===== config.mk =====
export PLATFORM = sky130hd
export DESIGN_NAME = hazard_ctrl_flat
export DESIGN_NICKNAME = d
export VERILOG_FILES = /design/src/rtl/hazard_ctrl_if.sv /design/src/rtl/hazard_ctrl.sv /design/src/flat_wrapper.sv
export SDC_FILE = /design/constraint.sdc
export NUM_CORES = 1
export LEC_CHECK = 0
export ABC_AREA = 1
export ABC_CLOCK_PERIOD_IN_PS = 1830
export CORE_ASPECT_RATIO = 1.1
export CORE_MARGIN = 4
export CORE_UTILIZATION = 30
export DETAILED_ROUTE_END_ITERATION = 10
export GPL_TIMING_DRIVEN = 0
export HOLD_SLACK_MARGIN = 0.12
export MAX_ROUTING_LAYER = met4
export PLACE_DENSITY = 0.66
export SKIP_LAST_GASP = 1
export SLEW_MARGIN = 25
export SYNTH_ARGS = -nofsm -noshare
export SYNTH_HDL_FRONTEND = slang
export SYNTH_SLANG_ARGS = --single-unit

===== constraint.sdc =====
create_clock -name clk -period 1.83 [get_ports clk]
set_clock_uncertainty 0.1 [all_clocks]
set_input_delay 0.2745 -clock clk [delete_from_list [all_inputs] [get_ports clk]]
set_output_delay 0.2745 -clock clk [all_outputs]
set_load 0.01 [all_outputs]

===== src/rtl/hazard_ctrl_if.sv =====
`default_nettype none
// ============================================================================
// Module   : hazard_ctrl_if
// Brief    : Pipeline <-> hazard controller signal bundle.
// Revision : 1.0 - initial release
// ============================================================================
interface hazard_ctrl_if;
  logic [4:0]  Rs1D, Rs2D, Rs1E, Rs2E, RdE, RdM, RdW;
  logic        RegWriteM, RegWriteW, ResultSrcE0, PCSrcE;
  logic        dmem_req, dmem_ready;
  logic        StallF, StallD, StallE, StallM;
  logic        FlushD, FlushE, FlushW;
  logic [1:0]  ForwardAE, ForwardBE;
  logic        mem_err;
  logic [31:0] stall_cnt, flush_cnt;

  modport master (
    output Rs1D, Rs2D, Rs1E, Rs2E, RdE, RdM, RdW,
    output RegWriteM, RegWriteW, ResultSrcE0, PCSrcE, dmem_req, dmem_ready,
    input  StallF, StallD, StallE, StallM, FlushD, FlushE, FlushW,
    input  ForwardAE, ForwardBE, mem_err, stall_cnt, flush_cnt
  );

  modport slave (
    input  Rs1D, Rs2D, Rs1E, Rs2E, RdE, RdM, RdW,
    input  RegWriteM, RegWriteW, ResultSrcE0, PCSrcE, dmem_req, dmem_ready,
    output StallF, StallD, StallE, StallM, FlushD, FlushE, FlushW,
    output ForwardAE, ForwardBE, mem_err, stall_cnt, flush_cnt
  );
endinterface
`default_nettype wire


===== src/rtl/hazard_ctrl.sv =====
`default_nettype none
// ============================================================================
// Module   : hazard_ctrl
// Brief    : Stall/flush/forwarding control with boot flush, memory wait
//            timeout and sticky error freeze. Optional counters: HAZ_PERF_EN.
// Revision : 1.0 - initial release
// ============================================================================
module hazard_ctrl #(
  parameter int BOOT_FLUSH  = 2,
  parameter int MEM_TIMEOUT = 64,
  parameter int CW          = 10
) (
  input  wire logic     clk,
  input  wire logic     reset,
  hazard_ctrl_if.slave  hz
);

  localparam logic [1:0]    c_BOOT      = 2'd0;
  localparam logic [1:0]    c_RUN       = 2'd1;
  localparam logic [1:0]    c_WAIT      = 2'd2;
  localparam logic [1:0]    c_ERR       = 2'd3;
  localparam logic [3:0]    c_BOOT_LAST = 4'(BOOT_FLUSH - 1);
  localparam logic [CW-1:0] c_TIMEOUT   = CW'(MEM_TIMEOUT);

  logic [1:0]    r_state,    w_state_nxt;
  logic [3:0]    r_boot_cnt, w_boot_cnt_nxt;
  logic [CW-1:0] r_wait_cnt, w_wait_cnt_nxt;
  logic          r_mem_err,  w_mem_err_nxt;
  logic [CW-1:0] w_wait_inc;
  logic          w_lw_stall, w_mem_miss;
  logic          w_stall_f, w_stall_d, w_stall_e, w_stall_m;
  logic          w_flush_d, w_flush_e, w_flush_w;

  function automatic logic [1:0] fwd_sel(
    input logic [4:0] rs, input logic [4:0] rdm, input logic wm,
    input logic [4:0] rdw, input logic ww
  );
    if (wm && (rdm != 5'd0) && (rdm == rs))      return 2'b10;
    else if (ww && (rdw != 5'd0) && (rdw == rs)) return 2'b01;
    else                                         return 2'b00;
  endfunction

  assign w_lw_stall = hz.ResultSrcE0 && (hz.RdE != 5'd0) &&
                      ((hz.RdE == hz.Rs1D) || (hz.RdE == hz.Rs2D));
  assign w_mem_miss = hz.dmem_req && !hz.dmem_ready;
  assign w_wait_inc = r_wait_cnt + CW'(1);

  always_ff @(posedge clk or negedge reset) begin
    if (!reset) begin
      r_state    <= c_BOOT;
      r_boot_cnt <= '0;
      r_wait_cnt <= '0;
      r_mem_err  <= 1'b0;
    end else begin
      r_state    <= w_state_nxt;
      r_boot_cnt <= w_boot_cnt_nxt;
      r_wait_cnt <= w_wait_cnt_nxt;
      r_mem_err  <= w_mem_err_nxt;
    end
  end

  always_comb begin
    w_state_nxt    = r_state;
    w_boot_cnt_nxt = r_boot_cnt;
    w_wait_cnt_nxt = r_wait_cnt;
    w_mem_err_nxt  = r_mem_err;
    case (r_state)
      c_BOOT: begin
        w_boot_cnt_nxt = r_boot_cnt + 4'd1;
        if (r_boot_cnt == c_BOOT_LAST) w_state_nxt = c_RUN;
      end
      c_RUN: begin
        if (w_mem_miss) begin
          w_state_nxt    = c_WAIT;
          w_wait_cnt_nxt = CW'(1);
        end
      end
      c_WAIT: begin
        if (hz.dmem_ready) begin
          w_state_nxt    = c_RUN;
          w_wait_cnt_nxt = '0;
        end else begin
          w_wait_cnt_nxt = w_wait_inc;
          if (w_wait_inc == c_TIMEOUT) begin
            w_state_nxt   = c_ERR;
            w_mem_err_nxt = 1'b1;
          end
        end
      end
      c_ERR:   w_mem_err_nxt = 1'b1;
      default: w_state_nxt = c_BOOT;
    endcase
  end

  // A miss detected in RUN already presents the frozen-pipeline controls.
  always_comb begin
    w_stall_f = 1'b0;
    w_stall_d = 1'b0;
    w_stall_e = 1'b0;
    w_stall_m = 1'b0;
    w_flush_d = 1'b0;
    w_flush_e = 1'b0;
    w_flush_w = 1'b0;
    case (r_state)
      c_BOOT: begin
        w_flush_d = 1'b1;
        w_flush_e = 1'b1;
      end
      c_RUN: begin
        if (w_mem_miss) begin
          {w_stall_f, w_stall_d, w_stall_e, w_stall_m, w_flush_w} = 5'b11111;
        end else begin
          w_stall_f = w_lw_stall;
          w_stall_d = w_lw_stall;
          w_flush_d = hz.PCSrcE;
          w_flush_e = w_lw_stall || hz.PCSrcE;
        end
      end
      c_WAIT, c_ERR: begin
        {w_stall_f, w_stall_d, w_stall_e, w_stall_m, w_flush_w} = 5'b11111;
      end
      default: ;
    endcase
  end

  assign hz.StallF    = w_stall_f;
  assign hz.StallD    = w_stall_d;
  assign hz.StallE    = w_stall_e;
  assign hz.StallM    = w_stall_m;
  assign hz.FlushD    = w_flush_d;
  assign hz.FlushE    = w_flush_e;
  assign hz.FlushW    = w_flush_w;
  assign hz.ForwardAE = fwd_sel(hz.Rs1E, hz.RdM, hz.RegWriteM, hz.RdW, hz.RegWriteW);
  assign hz.ForwardBE = fwd_sel(hz.Rs2E, hz.RdM, hz.RegWriteM, hz.RdW, hz.RegWriteW);
  assign hz.mem_err   = r_mem_err;

`ifdef HAZ_PERF_EN
  logic [31:0] r_stall_cnt, r_flush_cnt;

  always_ff @(posedge clk or negedge reset) begin
    if (!reset) begin
      r_stall_cnt <= '0;
      r_flush_cnt <= '0;
    end else begin
      if (w_stall_d) r_stall_cnt <= r_stall_cnt + 32'd1;
      if (w_flush_e && (r_state != c_BOOT)) r_flush_cnt <= r_flush_cnt + 32'd1;
    end
  end

  assign hz.stall_cnt = r_stall_cnt;
  assign hz.flush_cnt = r_flush_cnt;
`else
  assign hz.stall_cnt = 32'd0;
  assign hz.flush_cnt = 32'd0;
`endif

endmodule
`default_nettype wire


===== src/flat_wrapper.sv =====
// flat-port wrapper written by rule: the top's interface ports become plain ports
module hazard_ctrl_flat 
#(
  parameter int BOOT_FLUSH  = 2,
  parameter int MEM_TIMEOUT = 64,
  parameter int CW          = 10
)
  (clk, reset, hz_Rs1D, hz_Rs2D, hz_Rs1E, hz_Rs2E, hz_RdE, hz_RdM, hz_RdW, hz_RegWriteM, hz_RegWriteW, hz_ResultSrcE0, hz_PCSrcE, hz_dmem_req, hz_dmem_ready, hz_StallF, hz_StallD, hz_StallE, hz_StallM, hz_FlushD, hz_FlushE, hz_FlushW, hz_ForwardAE, hz_ForwardBE, hz_mem_err, hz_stall_cnt, hz_flush_cnt);
  hazard_ctrl_if hz_i ();
  input  wire logic clk;
  input  wire logic reset;
  input wire logic [$bits(hz_i.Rs1D)-1:0] hz_Rs1D;
  input wire logic [$bits(hz_i.Rs2D)-1:0] hz_Rs2D;
  input wire logic [$bits(hz_i.Rs1E)-1:0] hz_Rs1E;
  input wire logic [$bits(hz_i.Rs2E)-1:0] hz_Rs2E;
  input wire logic [$bits(hz_i.RdE)-1:0] hz_RdE;
  input wire logic [$bits(hz_i.RdM)-1:0] hz_RdM;
  input wire logic [$bits(hz_i.RdW)-1:0] hz_RdW;
  input wire logic [$bits(hz_i.RegWriteM)-1:0] hz_RegWriteM;
  input wire logic [$bits(hz_i.RegWriteW)-1:0] hz_RegWriteW;
  input wire logic [$bits(hz_i.ResultSrcE0)-1:0] hz_ResultSrcE0;
  input wire logic [$bits(hz_i.PCSrcE)-1:0] hz_PCSrcE;
  input wire logic [$bits(hz_i.dmem_req)-1:0] hz_dmem_req;
  input wire logic [$bits(hz_i.dmem_ready)-1:0] hz_dmem_ready;
  output wire logic [$bits(hz_i.StallF)-1:0] hz_StallF;
  output wire logic [$bits(hz_i.StallD)-1:0] hz_StallD;
  output wire logic [$bits(hz_i.StallE)-1:0] hz_StallE;
  output wire logic [$bits(hz_i.StallM)-1:0] hz_StallM;
  output wire logic [$bits(hz_i.FlushD)-1:0] hz_FlushD;
  output wire logic [$bits(hz_i.FlushE)-1:0] hz_FlushE;
  output wire logic [$bits(hz_i.FlushW)-1:0] hz_FlushW;
  output wire logic [$bits(hz_i.ForwardAE)-1:0] hz_ForwardAE;
  output wire logic [$bits(hz_i.ForwardBE)-1:0] hz_ForwardBE;
  output wire logic [$bits(hz_i.mem_err)-1:0] hz_mem_err;
  output wire logic [$bits(hz_i.stall_cnt)-1:0] hz_stall_cnt;
  output wire logic [$bits(hz_i.flush_cnt)-1:0] hz_flush_cnt;
  assign hz_i.Rs1D = hz_Rs1D;
  assign hz_i.Rs2D = hz_Rs2D;
  assign hz_i.Rs1E = hz_Rs1E;
  assign hz_i.Rs2E = hz_Rs2E;
  assign hz_i.RdE = hz_RdE;
  assign hz_i.RdM = hz_RdM;
  assign hz_i.RdW = hz_RdW;
  assign hz_i.RegWriteM = hz_RegWriteM;
  assign hz_i.RegWriteW = hz_RegWriteW;
  assign hz_i.ResultSrcE0 = hz_ResultSrcE0;
  assign hz_i.PCSrcE = hz_PCSrcE;
  assign hz_i.dmem_req = hz_dmem_req;
  assign hz_i.dmem_ready = hz_dmem_ready;
  assign hz_StallF = hz_i.StallF;
  assign hz_StallD = hz_i.StallD;
  assign hz_StallE = hz_i.StallE;
  assign hz_StallM = hz_i.StallM;
  assign hz_FlushD = hz_i.FlushD;
  assign hz_FlushE = hz_i.FlushE;
  assign hz_FlushW = hz_i.FlushW;
  assign hz_ForwardAE = hz_i.ForwardAE;
  assign hz_ForwardBE = hz_i.ForwardBE;
  assign hz_mem_err = hz_i.mem_err;
  assign hz_stall_cnt = hz_i.stall_cnt;
  assign hz_flush_cnt = hz_i.flush_cnt;
  hazard_ctrl #(.BOOT_FLUSH(BOOT_FLUSH), .MEM_TIMEOUT(MEM_TIMEOUT), .CW(CW)) u_core (.clk(clk), .reset(reset), .hz(hz_i));
endmodule

==> results of run 1 <==
## state kept, by name, summed over array words and instances, names as in the netlist
name	cells
u_core.hz.mem_err	1
u_core.r_boot_cnt	4
u_core.r_state	2
u_core.r_wait_cnt	10
## cell families after synthesis
family                     after synthesis  share of synthesized area
and+or+nand+nor                         99                      0.232
AOI/OAI and AO/OA                       24                     0.0819
xor gates and xnor gates                31                      0.133
DFF                                     17                      0.208
other                                    1                    0.00183
adders and majority gates                8                     0.0489
buffers and inverters                   94                      0.295
## what timing repair did
item,in CTS,in global routing
gates resized for setup,106,23
pin swaps,18,15
endpoints found under the setup margin,11,17
setup buffers,4,9
## critical path, cell delays in order (launching register included)
cell     delay, ns
dfrtp_2       0.45
buf_6         0.14
ha_4          0.16
nor2_4        0.10
nand2_4       0.06
inv_4         0.07
o22ai_4       0.07
buf_4         0.13
buf_6         0.11
## synthesized netlist by cell type
cell      instances
a21oi_1           4
a32o_1            3
and2_1            1
and3_1            1
buf_4            67
conb_1            1
dfrtp_1          17
ha_1              8
inv_1            26
inv_2             1
nand2_1          35
nand2_2           6
nand3_1          11
nand3_2           3
nand3b_1          1
nand4_1           7
nor2_1           18
nor2_2            6
nor3_1            8
o21a_1            1
o21ai_0           6
o21ai_1           1
o21ai_2           1
o21bai_1          1
o21bai_4          1
o22ai_1           5
o41ai_1           1
or2_2             2
xnor2_1          15
xor2_1           16
## final cells by class
class                   count  area share
repair buffers             67       0.185
inverters                  27      0.0340
multi-input cells         226       0.442
well taps                  82      0.0320
plain buffers              67       0.159
clock buffers               4      0.0141
flip-flops and latches     17       0.134
## cells in the final DEF, fill, tap and decap left out, types with 5 or more instances in the layout
master,synthesis,final
nor2_1,18,15
buf_6,0,6
xor2_1,16,16
nand2_1,35,33
inv_1,26,19
nand4_1,7,7
xnor2_1,15,15
dlymetal6s2s_1,0,7
nand3_1,11,10
nand2_2,6,6
clkdlybuf4s50_1,0,13
buf_2,0,8
o21ai_0,6,5
dlygate4sd2_1,0,21
nor2_2,6,5
inv_2,1,5
dfrtp_1,17,14
conb_1,1,64
buf_4,67,77
## metal layers
metal	up-vias	track usage	wire, µm
li1	1019	-	-
met3	2	0.0253	526
met5	-	-	0
met1	844	0.117	1760
met4	0	0.0208	27
met2	79	0.211	2600
## power breakdown
part / total (mW) / switching (mW) / internal, mW / leakage (nW)
combinational: 1.60 / 0.795 / 0.807 / 1.45
sequential: 0.622 / 0.127 / 0.494 / 0.214
clock: 0.282 / 0.128 / 0.155 / 0.0228
## final timing paths
kind	to	slack [ns]	cells after the start
max reg2reg	u_core.r_state[0]	0.13	11
min reg2reg	u_core.hz.mem_err	0.38	1
max in group asynchronous	u_core.r_wait_cnt[0]	0.71	1
min	u_core.r_boot_cnt[0]	0.38	1
min in group clk	u_core.hz.mem_err	0.38	1
max	hz_StallF	-0.09	8
==> flow_metrics.env, run 1 <==
export IMPL_area_growth_pct=56.3
export IMPL_drc=0
export IMPL_setup_ws_ns=-0.0879
export IMPL_overflow=0
export IMPL_cp_start_kind="flop"
export IMPL_fin_nets=460
export IMPL_status="complete, but fails checks"
export IMPL_p_per_area_nw_per_um2=783
export IMPL_maxSlewViolCount=0
export IMPL_required_ns=1.46
export IMPL_syn_inst=274
export IMPL_worst_slew_pin_slew_ns=0.787
export IMPL_cp_startpoint="u_core.r_state[1]"
export IMPL_viasPerCell=3.97
export IMPL_setup_violations=4
export IMPL_die_w_um=86.8
export IMPL_arrival_ns=1.54
export IMPL_power_leakage_nw=1.68
export IMPL_n_fill_cell=665
export IMPL_cts_sinks=17
export IMPL_worstSetupPathType="flop to output port"
export IMPL_fin_area_um2=3200
export IMPL_die_area_um2=8210
export IMPL_hp_class="input pin to asynchronous set/reset pin"
export IMPL_slew_headroom=0.474
export IMPL_dp_hpwl_um=3950
export IMPL_grt_pass1_vias=1731
export IMPL_cts_tree="done"
export IMPL_grt_pass1_wl_um=7380
export IMPL_grt_max_degree=18
export IMPL_rr_startpoint="u_core.r_wait_cnt[0]"
export IMPL_portBuffers=54
export IMPL_rsz0062_at_grt="true"
export IMPL_ys_seq_elements=17
export IMPL_cts_made_buffers=3
export IMPL_synth_top_area_frac=0.246
export IMPL_root_buffer="clkbuf_8"
export IMPL_antenna_found_initial=0
export IMPL_layout_cells_non_filler=490
export IMPL_max_freq_mhz=521
export IMPL_synth_cell_type_count=30
export IMPL_seq_area_um2=429
export IMPL_rows=31
export IMPL_drv_cap=0
export IMPL_violations="negative setup slack"
export IMPL_first_pass_iters=4
export IMPL_postSynthAreaPerCell_um2=7.48
export IMPL_antenna_diode_count=0
export IMPL_placed_cell_area_um2=2930
export IMPL_num_vias=1944
export IMPL_dr_first_iter_drc_count=45
export IMPL_final_hold_viol_count=0
export IMPL_insertion_delay_ns=0.25
export IMPL_utilization=0.486
export IMPL_die_h_um=94.7
export IMPL_wl_per_cell_um=10.0
export IMPL_gp_congestion=0.811
export IMPL_cts_htree_levels=1
export IMPL_ios=119
export IMPL_track_usage=0.111
export IMPL_clkTransAtPathRegs_ns=0.06
export IMPL_syn_area_um2=2050
export IMPL_whs_ns=0.378
export IMPL_fin_crit_sh=1.05
export IMPL_drive_above_1_share=0.350
export IMPL_routed_wl_um=4910
export IMPL_dp_cells=473
export IMPL_start_util=0.311
export IMPL_cp_max_fo=4
export IMPL_clk_path_buf_depth=2
export IMPL_multi_input_area_um2=1410
export IMPL_synth_seq_area_share=0.208
export IMPL_peakVddDrop_uv=547
export IMPL_finalPower_mw=2.51
export IMPL_cts_hold_buf=0
export IMPL_core_um2=6590
export IMPL_antenna_left=0
export IMPL_place_ws_ns=-0.883
export IMPL_fin_crit_ns=1.92
export IMPL_yosys_warnings=0
export IMPL_endpoint_kind="output port"
export IMPL_tns_ns=-0.186
export IMPL_synthTopCellsByArea="buf_4 25%, dfrtp_1 21%, xor2_1 6.8%"
export IMPL_yosysTopAreaCell="buf_4"
No activity file was read; power rests on OpenSTA's default activity.
==> run 2, diff against run 1 <==
--- a/config.mk
+++ b/config.mk
@@ -11,9 +11,7 @@
 export CORE_MARGIN = 4
 export CORE_UTILIZATION = 30
 export DETAILED_ROUTE_END_ITERATION = 10
-export GPL_TIMING_DRIVEN = 0
 export HOLD_SLACK_MARGIN = 0.12
-export MAX_ROUTING_LAYER = met4
 export PLACE_DENSITY = 0.66
 export SKIP_LAST_GASP = 1
 export SLEW_MARGIN = 25
==> run 2 against run 1 <==
The flow now finishes without violations. Critical path type unchanged. Sequential share of layout area grew 2.0 points. Register-to-register slack about the same. Global-route usage down 0.74 points. Critical endpoint is now hz_StallD. Worst hold slack lost 0.13 ns. Largest power group unchanged.
==> flow_metrics.env, run 2 (synthesis gave the netlist of run 1 again) <==
export IMPL_power_leakage_nw=1.39
export IMPL_core_um2=6590
export IMPL_final_cell_mix="64 x conb_1, 30 x nand2_1, 28 x buf_4, 22 x dlygate4sd2_1, 20 x inv_1"
export IMPL_die_area_um2=8210
export IMPL_ios=119
export IMPL_maxSlewViolCount=0
export IMPL_antenna_found_initial=0
export IMPL_overflow=0
export IMPL_final_hold_viol_count=0
export IMPL_worstSetupPathType="flop to output port"
export IMPL_utilization=0.419
export IMPL_max_freq_mhz=558
export IMPL_largestRegisters="u_core.r_wait_cnt x10, u_core.r_boot_cnt x4, u_core.r_state x2"
export IMPL_cts_htree_levels=1
export IMPL_arrival_ns=1.42
export IMPL_drc=0
export IMPL_fin_crit_ns=1.79
export IMPL_peakVddDrop_uv=505
export IMPL_rsz0062_at_grt="true"
export IMPL_antenna_left=0
export IMPL_n_fill_cell=693
export IMPL_dp_hpwl_um=3850
export IMPL_cts_tree="done"
export IMPL_dr_first_iter_drc_count=54
export IMPL_layout_cells_non_filler=440
export IMPL_required_ns=1.46
export IMPL_routed_wl_um=4580
export IMPL_fin_crit_sh=0.978
export IMPL_rows=31
export IMPL_viasPerCell=4.19
export IMPL_grt_pass1_wl_um=7110
export IMPL_start_util=0.311
export IMPL_p_per_area_nw_per_um2=856
export IMPL_place_ws_ns=-0.669
export IMPL_insertion_delay_ns=0.25
export IMPL_die_w_um=86.8
export IMPL_cp_max_fo=4
export IMPL_root_buffer="clkbuf_8"
export IMPL_gp_congestion=0.787
export IMPL_cts_sinks=17
export IMPL_largest_register_ffs=10
export IMPL_multi_input_area_um2=1390
export IMPL_fin_nets=410
export IMPL_clkTransAtPathRegs_ns=0.07
export IMPL_final_common_cell="conb_1"
export IMPL_portBuffers=54
export IMPL_dp_cells=431
export IMPL_top_register="u_core.r_wait_cnt"
export IMPL_finalPower_mw=2.37
export IMPL_wl_per_cell_um=10.4
export IMPL_drv_cap=0
export IMPL_track_usage=0.104
export IMPL_seq_area_um2=427
export IMPL_hp_class="input pin to asynchronous set/reset pin"
export IMPL_status="completed"
export IMPL_clk_path_buf_depth=2
export IMPL_grt_max_degree=18
export IMPL_setup_ws_ns=0.0394
export IMPL_tns_ns=0
export IMPL_antenna_diode_count=0
export IMPL_endpoint_kind="output port"
export IMPL_drive_above_1_share=0.271
export IMPL_grt_pass1_vias=1724
export IMPL_setup_violations=0
export IMPL_first_pass_iters=4
export IMPL_cts_hold_buf=0
export IMPL_area_growth_pct=35.0
export IMPL_die_h_um=94.7
export IMPL_cts_made_buffers=3
export IMPL_cp_start_kind="flop"
export IMPL_num_vias=1844
-- run 2: metal layers --
layer	GRT usage	part of all wire	up-vias
met5	0	0	-
met4	0.0286	0.0083	0
met3	0.0209	0.096	5
met2	0.198	0.53	84
met1	0.114	0.37	836
li1	-	-	919
-- run 2: power breakdown --
part           internal (mW)  total [mW]  switching, mW
Sequential             0.491       0.613          0.123
Combinational          0.742        1.47          0.731
Clock                  0.151       0.281          0.130
-- run 2: worst paths after layout --
path                            depth (start not counted)                   end  slack (ns)                 start
worst max-delay path                                    6             hz_StallD        0.04     u_core.r_state[0]
worst min-delay path                                    2  u_core.r_wait_cnt[1]        0.24                 reset
worst max register to register                         10     u_core.r_state[1]        0.13  u_core.r_wait_cnt[1]
worst min register to register                          1  u_core.r_boot_cnt[3]        0.38  u_core.r_boot_cnt[3]
max in group asynchronous                               2     u_core.r_state[0]        1.18                 reset
min in group clk                                        1  u_core.r_boot_cnt[3]        0.38  u_core.r_boot_cnt[3]
-- run 2: through the flow --
step | area [µm²] | hold WS (ns)
after detailed placement | 2610 | 0.364
final | 2770 | 0.244
after floorplan | 2280 | -0.121
after global placement | 2610 | 0.361
after global routing | 2770 | 0.266
after CTS | 2680 | 0.250
-- run 2: worst max-delay path, stage by stage, from the launching register on --
cell     delay (ns)
dfrtp_2        0.46
ha_4           0.19
buf_4          0.12
buf_4          0.12
nand2_2        0.06
o22ai_2        0.06
buf_2          0.14
-- run 2: area by class of cell --
type / count / area share
clock buffers: 3 / 0.0149
well taps: 82 / 0.0371
repair buffers: 84 / 0.252
inverters: 27 / 0.0385
clock inverters: 1 / 0.00181
multi-input cells: 226 / 0.501
flip-flops and latches: 17 / 0.154
-- run 2: repair_timing --
item / 4_1_cts / 5_1_grt
resized for setup: 96 / 35
buffers inserted: 2 / 4
pin swaps: 17 / 22
setup endpoints to repair: 11 / 13
==> variant 1 (config.mk and constraints of run 2) <==
Build with the macro `HAZ_PERF_EN` defined.
--- a/src/rtl/hazard_ctrl.sv
+++ b/src/rtl/hazard_ctrl.sv
@@ -7,2 +7,4 @@
 // ============================================================================
+`define HAZ_PERF_EN
+
 module hazard_ctrl #(
Function: changed (a bounded check fails within 4 cycles, from zero or initial values and one cycle with reset low).
==> variant 1 against run 2 <==
  * The flow now finishes with violations (setup timing)
  * Area after synthesis rose to 2.8 times the old value
  * Die area rose to 2.6 times the old value
  * Maximum frequency down 8.4%
  * Routed wire length rose to 3.7 times the old value
  * Total power rose to 3.1 times the old value
  * Critical endpoint is now hz_StallE
  * Worst setup slack worse by 0.16 ns
  * Cell area rose to 3.0 times the old value
  * Sequential cell count up 64
  * Largest cell class unchanged
  * Largest power group unchanged
  * Critical path type unchanged
==> variant 1: results (changes against run 2) <==
[run_status]
outcome = complete, but fails checks
violations = setup timing

[detailed_routing]
wirelength_um = 17100  ; +270%
routedWlPerCell_um = 13.8  ; +33%
wl_met1_um = 7600  ; +350%
route.met3.wl_um = 739  ; +68%
dr.pass1.iters = 5  ; +1
dr_total_vias = 5857  ; +220%

[global_routing]
grt.total_usage_pct = 16.1  ; +5.7 points
grt_first_pass_wirelength_um = 28500  ; +300%
grt_pass1_vias = 5725  ; +230%
met1_usage_pct = 20.2  ; +8.7 points
met3_usage_pct = 2.45  ; +0.35 points

[placed_design]
dpl.hpwl_um = 13200  ; +240%
place.port_buffers = 118  ; +120%
dp.cells = 1213  ; +180%

[yosys]
synth-seq-cells = 81  ; +64
netlist_instances = 802  ; +190%
synth_common_cells = nand2_1, nand3_1, dfrtp_1
ys_seq_area_share_pct = 35.6  ; +15 points
ys_types = 35  ; +17%

[final_layout]
fillCellCount = 1869  ; +170%
multi_input_area_um2 = 3460  ; +150%
buffers = 199  ; +140%
nClkBuffers = 14  ; +11
clkCellAreaFrac_pct = 3.59  ; +1.9 points

[timing]
holdWs_ns = 0.341  ; +0.0973 ns
setup_slack_ns = -0.124  ; -0.163 ns
finalSetupTns_ns = -0.717  ; -0.717 ns
setup_viol = 8  ; +8

[pwr]
power.leakage_uw = 0.00392  ; +180%
peakVddDrop_mv = 0.478  ; -5.3%

[setup_path]
cp_max_fo = 3  ; -1
reg2reg_from = u_core.r_state[1]
slowest_stage = dfrtp_1
cp.arrival_ns = 1.58  ; +0.16 ns
cpPeakStageDelay_ns = 0.40  ; -0.06 ns

[floorplanning]
rows = 52  ; +68%

[clock_network]
cts_resized = 113  ; +18%
root_buffer = clkbuf_16
h-tree-depth = 3  ; +2

-- variant 1: changes by cell type after synthesis, sizes merged, moves of 38 or more --
cell | before | now
nor2 | 24 | 71
buf | 67 | 18
nand3 | 14 | 93
dfrtp | 17 | 81
nand2 | 41 | 282
inv | 27 | 65
xor2 | 16 | 55
-- variant 1: worst max path at each step --
stage / start / to / slack [ns] / depth (start not counted)
2_1_floorplan: u_core.r_state[0] / hz_StallF / 0.004 / 8
3_3_place_gp: hz_RdE[4] / hz_StallF / -0.62 / 10
3_5_place_dp: hz_RdE[4] / u_core.hz.flush_cnt[13] / -0.66 / 13
4_1_cts: u_core.r_state[1] / hz_FlushE / -0.12 / 9
5_1_grt: u_core.r_state[1] / hz_FlushE / -0.22 / 9
6_report: u_core.r_state[1] / hz_StallE / -0.12 / 8
-- variant 1: cell families after synthesis --
group           after synthesis  share of synthesized area (%)
xor+xnor                     86                           13.2
flops                        81                           35.6
fa+ha+maj                    10                           2.20
compound gates               23                           2.26
buf+inv                      88                           6.88
simple gates                514                           39.8
==> variant 2 (flow settings as in run 2) <==
Without the edit above. `CW` is set to 10 in 2 places; all go to 11.
--- a/src/rtl/hazard_ctrl.sv
+++ b/src/rtl/hazard_ctrl.sv
@@ -10,3 +10,3 @@
   parameter int MEM_TIMEOUT = 64,
-  parameter int CW          = 10
+  parameter int CW          = 11
 ) (
--- a/src/flat_wrapper.sv
+++ b/src/flat_wrapper.sv
@@ -5,3 +5,3 @@
   parameter int MEM_TIMEOUT = 64,
-  parameter int CW          = 10
+  parameter int CW          = 11
 )
Check against the original RTL: no difference found for any inputs over 10 cycles, from zero or initial values and one cycle with reset low; that may be too few to reach the edited logic, so the function may still have changed.
==> variant 2 against run 2 <==
  * The run now ends with setup timing left
  * Routed wire length is 9.8% higher
  * Sequential cell count is 1 higher
  * Count of clock-buffer cells in the layout stayed put
  * Critical endpoint is now hz_StallF
  * Cell area is 3.5% higher
  * Non-clock buffer count is 2 lower
  * Worst setup slack worse by 0.15 ns
  * Area after synthesis is 1.2% higher
  * Total power is 0.14% higher
  * First-iteration DRC count is 70% higher
==> variant 2: results (changes against run 2) <==
[timing]
finalSetupTns_ns = -0.204  ; -0.204 ns
setup_slack_ns = -0.106  ; -0.145 ns
setup_viol = 3  ; +3

[global_routing]
grt_max_degree = 19  ; +1
met3_usage_pct = 2.68  ; +0.59 points
grt_pass1_vias = 1775  ; +3.0%
met1_usage_pct = 13.1  ; +1.6 points
grt_first_pass_wirelength_um = 7310  ; +2.7%

[yosys]
synth_common_cells = buf_4, nand2_1, inv_1
ys_types = 25  ; -17%
syn_avg_cell_area_um2 = 7.15  ; -4.4%
ys_seq_area_share_pct = 21.7  ; +0.96 points
synth.area.top_cells = buf_4, dfrtp_1, nand2_1

[placed_design]
place_area_um2 = 2620  ; about the same
place_ws_ns = -0.650  ; +0.0192 ns
globalplace.congestion = 0.817  ; +3.9%
dpl.hpwl_um = 3880  ; +0.68%

[pwr]
peakVddDrop_mv = 0.661  ; +31%
power.leakage_uw = 0.00139  ; +0.12%

[setup_path]
path_delay_family = buffers and inverters
ff2ff_setup_slack_ns = 0.09  ; -0.04 ns
regToRegEndpoint = u_core.r_state[0]
worstSetupEndpoint = hz_StallF
reg2reg_depth = 9  ; -1
cp.arrival_ns = 1.56  ; +0.14 ns
reg2reg_from = u_core.r_state[0]

[run_status]
violations = setup timing
outcome = complete, but fails checks

[final_layout]
reg_top3 = u_core.r_wait_cnt (11), u_core.r_boot_cnt (4), u_core.r_state (2)
drive_gt1_share_pct = 23.2  ; -3.9 points
stdcell_count = 452  ; +2.7%

[detailed_routing]
vias_per_cell = 4.28  ; +2.0%
wirelength_um = 5040  ; +9.8%
first_iter_violations = 92  ; +70%

## variant 2: cell types whose count changed after synthesis, sizes merged, moves of 3 or more
cell / run 2 / this run
a32o: 3 / 0
nand2: 41 / 51
nand3: 14 / 19
o21ai: 8 / 12
## variant 2: kinds of logic after synthesis
family	share of synthesized area, %
adders and majority gates	4.83
xor gates and xnor gates	13.1
buffers and inverters	29.1
and+or+nand+nor	24.1
DFF	21.7
AOI/OAI and AO/OA	6.88
other	0.181
## variant 2: what timing repair did
| action | CTS | global route |
|---|---|---|
| setup buffers | 2 | 3 |
| resized for setup | 93 | 42 |
| endpoints found under the hold margin | 0 | 0 |
| pin swaps | 20 | 19 |
| endpoints found under the setup margin | 24 | 17 |
## variant 2: routing by layer
metal  wire length [µm]  part of all wire (%)
met1               1920                    38
met3                575                    11
met4                 31                  0.62
met2               2510                    50
met5                  0                     0
## variant 2: worst min-delay path by stage
stage / startpoint / slack [ns] / to
CTS: reset / 0.28 / u_core.r_wait_cnt[6]
global route: reset / 0.30 / u_core.r_wait_cnt[6]
detailed placement: u_core.hz.mem_err / 0.36 / u_core.hz.mem_err
global placement: u_core.r_boot_cnt[3] / 0.36 / u_core.r_boot_cnt[3]
floorplan: reset / -0.12 / u_core.hz.mem_err
finish: reset / 0.26 / u_core.r_wait_cnt[6]
## variant 2: area by class of cell
| class | count | area (µm²) | share of cell area [%] |
|---|---|---|---|
| timing repair buffer | 82 | 704 | 24.6 |
| multi-input combinational | 242 | 1460 | 51.1 |
| tap | 82 | 103 | 3.58 |
| clock buffer | 3 | 41.3 | 1.44 |
| sequential | 18 | 453 | 15.8 |
| inverter | 25 | 98.8 | 3.45 |
## variant 2: report_power, final
group          switching, µW  internal [µW]
clock                    128            146
combinational            778            712
sequential               109            498
